$ cat config.mk
export PLATFORM = sky130hd
export DESIGN_NAME = peak_sweep_tracker
export DESIGN_NICKNAME = d
export VERILOG_FILES = /design/src/rtl/peak_sweep_tracker.sv
export SDC_FILE = /design/constraint.sdc
export NUM_CORES = 1
export LEC_CHECK = 0
export CAP_MARGIN = 20
export CORE_MARGIN = 3
export CORE_UTILIZATION = 52
export DETAILED_ROUTE_END_ITERATION = 6
export PLACE_DENSITY = 0.83
export SYNTH_ARGS = -nofsm -noshare
export SYNTH_HDL_FRONTEND = slang
export SYNTH_SLANG_ARGS = --single-unit
$ cat constraint.sdc
create_clock -name clk -period 2.76 [get_ports clk]
set_input_delay 0.414 -clock clk [delete_from_list [all_inputs] [get_ports clk]]
set_output_delay 0.414 -clock clk [all_outputs]
set_load 0.1 [all_outputs]
$ cat src/rtl/peak_sweep_tracker.sv
// peak_sweep_tracker: sweeps a theta/phi grid in serpentine order. At each
// position it waits for the settle time, takes one ADC sample and keeps the
// largest value with its position. When the sweep ends it parks on the peak.
// Optional build macro PEAK_AVG_EN: average 4 samples per position.
// dbg_state exposes the FSM state for debug.
// Handshake: a sample is consumed on every clk edge where sample_req=1 and
// sample_valid=1 and abort=0; sample_valid in any other cycle is ignored.
module peak_sweep_tracker #(
    parameter int DATA_W      = 12,
    parameter int THETA_STEPS = 180,
    parameter int PHI_STEPS   = 90,
    parameter int SETTLE_CYC  = 1000,
    localparam int TW = $clog2((THETA_STEPS < 2) ? 2 : THETA_STEPS),
    localparam int PW = $clog2((PHI_STEPS < 2) ? 2 : PHI_STEPS)
) (
    input  logic              clk,
    input  logic              reset,
    input  logic              start,
    input  logic              abort,
    input  logic [DATA_W-1:0] sample,
    input  logic              sample_valid,
    output logic              sample_req,
    output logic [TW-1:0]     theta,
    output logic [PW-1:0]     phi,
    output logic              busy,
    output logic              done,
    output logic [DATA_W-1:0] max_val,
    output logic [TW-1:0]     max_theta,
    output logic [PW-1:0]     max_phi,
    output logic [1:0]        dbg_state
);

    typedef enum logic [1:0] {
        S_IDLE   = 2'd0,
        S_SETTLE = 2'd1,
        S_SAMPLE = 2'd2,
        S_DONE   = 2'd3
    } state_t;

    localparam int CW = $clog2(SETTLE_CYC + 1);
    localparam logic [CW-1:0] SETTLE_LOAD = CW'(SETTLE_CYC - 1);
    localparam logic [TW-1:0] THETA_LAST  = TW'(THETA_STEPS - 1);
    localparam logic [PW-1:0] PHI_LAST    = PW'(PHI_STEPS - 1);

    state_t            r_state;
    state_t            w_next_state;
    logic [CW-1:0]     r_settle_cnt;
    logic [TW-1:0]     r_theta;
    logic [PW-1:0]     r_phi;
    logic [DATA_W-1:0] r_max_val;
    logic [TW-1:0]     r_max_theta;
    logic [PW-1:0]     r_max_phi;

    logic              w_start_ok;
    logic              w_take;
    logic              w_pos_done;
    logic              w_row_end;
    logic              w_final;
    logic [DATA_W-1:0] w_value;

    // Odd rows run theta downwards, so their row end is theta=0.
    assign w_row_end  = r_phi[0] ? (r_theta == '0) : (r_theta == THETA_LAST);
    assign w_final    = w_row_end && (r_phi == PHI_LAST);
    assign w_start_ok = start && !abort;
    assign w_take     = (r_state == S_SAMPLE) && sample_valid && !abort;

`ifdef PEAK_AVG_EN
    logic [DATA_W+1:0] r_acc;
    logic [1:0]        r_acc_cnt;
    logic [DATA_W+1:0] w_sum;

    assign w_sum      = r_acc + {2'b00, sample};
    assign w_pos_done = w_take && (r_acc_cnt == 2'd3);
    assign w_value    = w_sum[DATA_W+1:2];

    // Accumulate four samples per position; abort or a new sweep discards them.
    always_ff @(posedge clk or posedge reset) begin
        if (reset) begin
            r_acc     <= '0;
            r_acc_cnt <= '0;
        end else if (abort || (r_state == S_IDLE)) begin
            r_acc     <= '0;
            r_acc_cnt <= '0;
        end else if (w_take) begin
            r_acc     <= w_pos_done ? '0 : w_sum;
            r_acc_cnt <= r_acc_cnt + 2'd1;
        end
    end
`else
    assign w_pos_done = w_take;
    assign w_value    = sample;
`endif

    // State register.
    always_ff @(posedge clk or posedge reset) begin
        if (reset) r_state <= S_IDLE;
        else       r_state <= w_next_state;
    end

    // Next-state logic and state-decoded outputs; abort wins everywhere but IDLE.
    always_comb begin
        w_next_state = r_state;
        sample_req   = 1'b0;
        busy         = 1'b1;
        done         = 1'b0;
        case (r_state)
            S_IDLE: begin
                busy = 1'b0;
                if (w_start_ok) w_next_state = S_SETTLE;
            end
            S_SETTLE: begin
                if (abort)                   w_next_state = S_IDLE;
                else if (r_settle_cnt == '0) w_next_state = S_SAMPLE;
            end
            S_SAMPLE: begin
                sample_req = 1'b1;
                if (abort)           w_next_state = S_IDLE;
                else if (w_pos_done) w_next_state = w_final ? S_DONE : S_SETTLE;
            end
            S_DONE: begin
                done         = !abort;
                w_next_state = S_IDLE;
            end
            default: w_next_state = S_IDLE;
        endcase
    end

    // Position, settle counter and peak registers.
    always_ff @(posedge clk or posedge reset) begin
        if (reset) begin
            r_settle_cnt <= '0;
            r_theta      <= '0;
            r_phi        <= '0;
            r_max_val    <= '0;
            r_max_theta  <= '0;
            r_max_phi    <= '0;
        end else begin
            case (r_state)
                S_IDLE: begin
                    if (w_start_ok) begin
                        r_theta      <= '0;
                        r_phi        <= '0;
                        r_max_val    <= '0;
                        r_max_theta  <= '0;
                        r_max_phi    <= '0;
                        r_settle_cnt <= SETTLE_LOAD;
                    end
                end
                S_SETTLE: begin
                    if (!abort && (r_settle_cnt != '0))
                        r_settle_cnt <= r_settle_cnt - CW'(1);
                end
                S_SAMPLE: begin
                    if (w_pos_done) begin
                        // Strict compare keeps the earliest position on ties.
                        if (w_value > r_max_val) begin
                            r_max_val   <= w_value;
                            r_max_theta <= r_theta;
                            r_max_phi   <= r_phi;
                        end
                        if (!w_final) begin
                            r_settle_cnt <= SETTLE_LOAD;
                            if (w_row_end)     r_phi   <= r_phi + PW'(1);
                            else if (r_phi[0]) r_theta <= r_theta - TW'(1);
                            else               r_theta <= r_theta + TW'(1);
                        end
                    end
                end
                S_DONE: begin
                    if (!abort) begin
                        r_theta <= r_max_theta;
                        r_phi   <= r_max_phi;
                    end
                end
                default: ;
            endcase
        end
    end

    assign theta     = r_theta;
    assign phi       = r_phi;
    assign max_val   = r_max_val;
    assign max_theta = r_max_theta;
    assign max_phi   = r_max_phi;
    assign dbg_state = r_state;

endmodule

==> reports/metrics.cfg <==
[outcome]
outcome=finished clean

[die]
core-area_sq_um=6060
floorplan.die.height_um=86.0
design.die.area_sq_um=7400
floorplan.initialDensity_pct=55.0
die_w_um=86.0
fp-row-count=28
io-pin-count=64

[routing]
detail_route.drc_violations=0
num_vias=3037
detailedRoute.firstIterationViolations=234
vias_per_cell=6.31
detail_route.wirelength_um=8650
drtAntennaViolNets=0
detailedRoute.firstPassIterationCount=5
routedWlPerCell_um=18.0

[grt]
grt_start_max_net_pins=28
wire_length_of_the_first_global_routing_pass_um=14200
initial_antenna_violation_count=0
grt_pass1_vias=2958
grt_overflow_total=0
grt_util_all_layers_pct=23.7

[pwr]
netSwitchingFraction_pct=28.7
p_int_mw=1.07
p_total_mw=1.50
powerDensity_nw_per_um2=370
p_comb_share_pct=15.5
seq_power_share_pct=54.9
clockPowerShare_pct=29.7
netSwitchingPower_mw=0.431
leakagePower_nw=1.82
ir_worst_vdd_mv=0.213

[yosys]
synth.ff_latch_count=54
ys_async_sr_fraction_pct=100
synth.distinct_cells=60
synth_top_area_share_pct=40.6
postSynthNetCount=378
syn_inst=338
most_used_flip_flop_cell_after_synthesis=sky130_fd_sc_hd__dfrtp_1
synth-seq-area-share_pct=40.6
number_of_enable_type_register_cells_in_the_synthesized_netlist=0
netlist.top_cell.by_area=sky130_fd_sc_hd__dfrtp_1
synth.yosys.warnings=0
syn_area_per_cell_sq_um=9.85
synth_top_cells_by_area=sky130_fd_sc_hd__dfrtp_1 (41%), sky130_fd_sc_hd__ha_1 (8.3%), sky130_fd_sc_hd__a22o_1 (7.1%)
netlist_area_sq_um=3330

[timing]
setup_slack_ns=0.0741
clock_skew_ns=0.0182
fin_setup_tns_ns=0
timing.final.setup_violations=0
final-max-slew-violation-count=0
fin_crit_sh_pct=97.3
worst_slew_pin_slew_ns=0.878
finalHoldViolCount=0
fmaxAchievable_ghz=0.372
relSlewSlack_pct=41.1
period_minus_slack_ns=2.69

[cts]
cts-root-buf=sky130_fd_sc_hd__clkbuf_8
cts_inserted_buffers=5
tritoncts=built
cts-htree-levels=2
clock_pin_slew_on_the_worst_setup_and_hold_paths_ns=0.11
clock-sinks=54
worst_skew_pair.late_latency_ns=0.31
clock_path_buffers=2

[layout]
layout.cells.most_common_list=sky130_fd_sc_hd__buf_4 (58), sky130_fd_sc_hd__dfrtp_1 (52), sky130_fd_sc_hd__a22o_1 (27), sky130_fd_sc_hd__inv_1 (24), sky130_fd_sc_hd__nor2_1 (24)
area_growth_pct=21.8
layoutNonFillerInstCount=481
stdcell_area_sq_um=4060
insertedDiodeCount=0
fraction_of_final_layout_cells_with_drive_strength_greater_than_1_pct=22.2
layout_commonest_cell=sky130_fd_sc_hd__buf_4
layout.nets=445

[worst_setup_path]
critPathCaptureType=flop
path_max_fanout=12
crit_type=primary input to flop
worstSetupStartpointType=primary input
required_time_reported_for_the_critical_path_endpoint_ns=3.00
cp.arrival_ns=2.92

[placed_design]
placement.setup.worst_slack_ns=-0.223
io_buffers=63
placement.cell_area_sq_um=3950
hpwl_um=6320
post-place-cells=472
gp_routability_congestion=0.876

[run]
max-cap-violations=0

[worst_hold_path]
min-delay-path-class=primary input to async pin

==> sequential cells by signal, summed over array words and instances, names as in the netlist <==
name	count
max_phi	7
max_theta	8
max_val	12
phi	7
r_settle_cnt	10
dbg_state	2
theta	8
==> cells in the mapped netlist (3+ instances only) <==
cell type,number
sky130_fd_sc_hd__inv_1,25
sky130_fd_sc_hd__o31ai_1,12
sky130_fd_sc_hd__nand2_1,17
sky130_fd_sc_hd__xnor2_1,3
sky130_fd_sc_hd__a31oi_1,3
sky130_fd_sc_hd__o31ai_2,3
sky130_fd_sc_hd__and3_1,3
sky130_fd_sc_hd__a21oi_1,14
sky130_fd_sc_hd__buf_4,7
sky130_fd_sc_hd__a211oi_1,3
sky130_fd_sc_hd__clkbuf_1,3
sky130_fd_sc_hd__o211ai_1,5
sky130_fd_sc_hd__buf_2,3
sky130_fd_sc_hd__nand3_1,6
sky130_fd_sc_hd__nor2_1,24
sky130_fd_sc_hd__a22o_1,27
sky130_fd_sc_hd__o22a_1,6
sky130_fd_sc_hd__ha_1,22
sky130_fd_sc_hd__dfrtp_1,54
sky130_fd_sc_hd__or3_1,5
sky130_fd_sc_hd__nand4_1,6
sky130_fd_sc_hd__o2bb2ai_1,3
sky130_fd_sc_hd__nor3_1,19
sky130_fd_sc_hd__o21ai_0,13
sky130_fd_sc_hd__mux2i_1,4
sky130_fd_sc_hd__a22oi_1,3
==> power groups by stage <==
stage	registers (mW)	logic [mW]	clock network [mW]
2_1_floorplan	0.841	0.150	0
3_3_place_gp	0.837	0.219	0
3_5_place_dp	0.838	0.226	0
4_1_cts	0.822	0.228	0.453
5_1_grt	0.826	0.254	0.482
6_report	0.823	0.232	0.445
==> logic make-up (layout without fill, tap and decap cells) <==
group	Yosys count	after routing	synth area share (%)
adders and majority gates	23	23	8.87
and+or+nand+nor	101	101	16.1
DFF	54	54	40.6
xor gates and xnor gates	5	5	1.32
AOI/OAI and AO/OA	109	110	25.5
buffers and inverters	42	109	6.39
muxes	4	4	1.20
==> metrics by stage <==
step,hold slack (ns),utilization (%)
6_report,0.352,66.9
3_5_place_dp,0.508,65.1
3_3_place_gp,0.501,65.1
5_1_grt,0.370,66.9
2_1_floorplan,0.480,-
4_1_cts,0.358,66.6
==> repair_timing <==
item / CTS / global route
endpoints found under the setup margin: 0 / 24
resized for setup: 0 / 1
hold buffers: 0 / 0
setup buffers: 0 / 0
==> routing by layer <==
| layer | up-vias | wire length [um] | track usage [%] |
|---|---|---|---|
| met5 | - | 0 | 0 |
| met2 | 122 | 4390 | 40.0 |
| met3 | 4 | 565 | 4.42 |
| met4 | 0 | 41 | 5.18 |
| li1 | 1405 | - | - |
| met1 | 1506 | 3650 | 31.8 |
==> area by class of cell <==
type | count | area, sq um
fill | 509 | 2000
multi-input combinational | 243 | 1810
sequential | 54 | 1350
timing repair buffer | 75 | 616
inverter | 26 | 97.6
tap | 75 | 93.8
clock buffer | 6 | 72.6
clock inverter | 2 | 15.0
==> final timing paths <==
path	from	endpoint	slack, ns	cells after the start
worst max-delay path	sample[1]	max_val[5]$_DFFE_PP0P_	0.07	8
worst min-delay path	reset	max_phi[3]$_DFFE_PP0P_	0.35	2
worst max register to register	max_val[1]$_DFFE_PP0P_	max_val[5]$_DFFE_PP0P_	0.18	8
worst min register to register	r_settle_cnt[4]$_DFFE_PP0P_	r_settle_cnt[4]$_DFFE_PP0P_	0.52	1
max in group asynchronous	reset	max_val[9]$_DFFE_PP0P_	1.72	3
min in group clk	r_settle_cnt[4]$_DFFE_PP0P_	r_settle_cnt[4]$_DFFE_PP0P_	0.52	1
==> worst max-delay path: stages <==
cell and delay (ns):
sky130_fd_sc_hd__clkdlybuf4s50_1 0.43, sky130_fd_sc_hd__ha_1 0.30, sky130_fd_sc_hd__nor2b_1 0.13, sky130_fd_sc_hd__o211ai_1 0.10, sky130_fd_sc_hd__a211oi_1 0.73, sky130_fd_sc_hd__o21a_1 0.41
sky130_fd_sc_hd__buf_4 0.25, sky130_fd_sc_hd__a22o_1 0.15
Note: power is estimated with default switching activity, not from simulation.
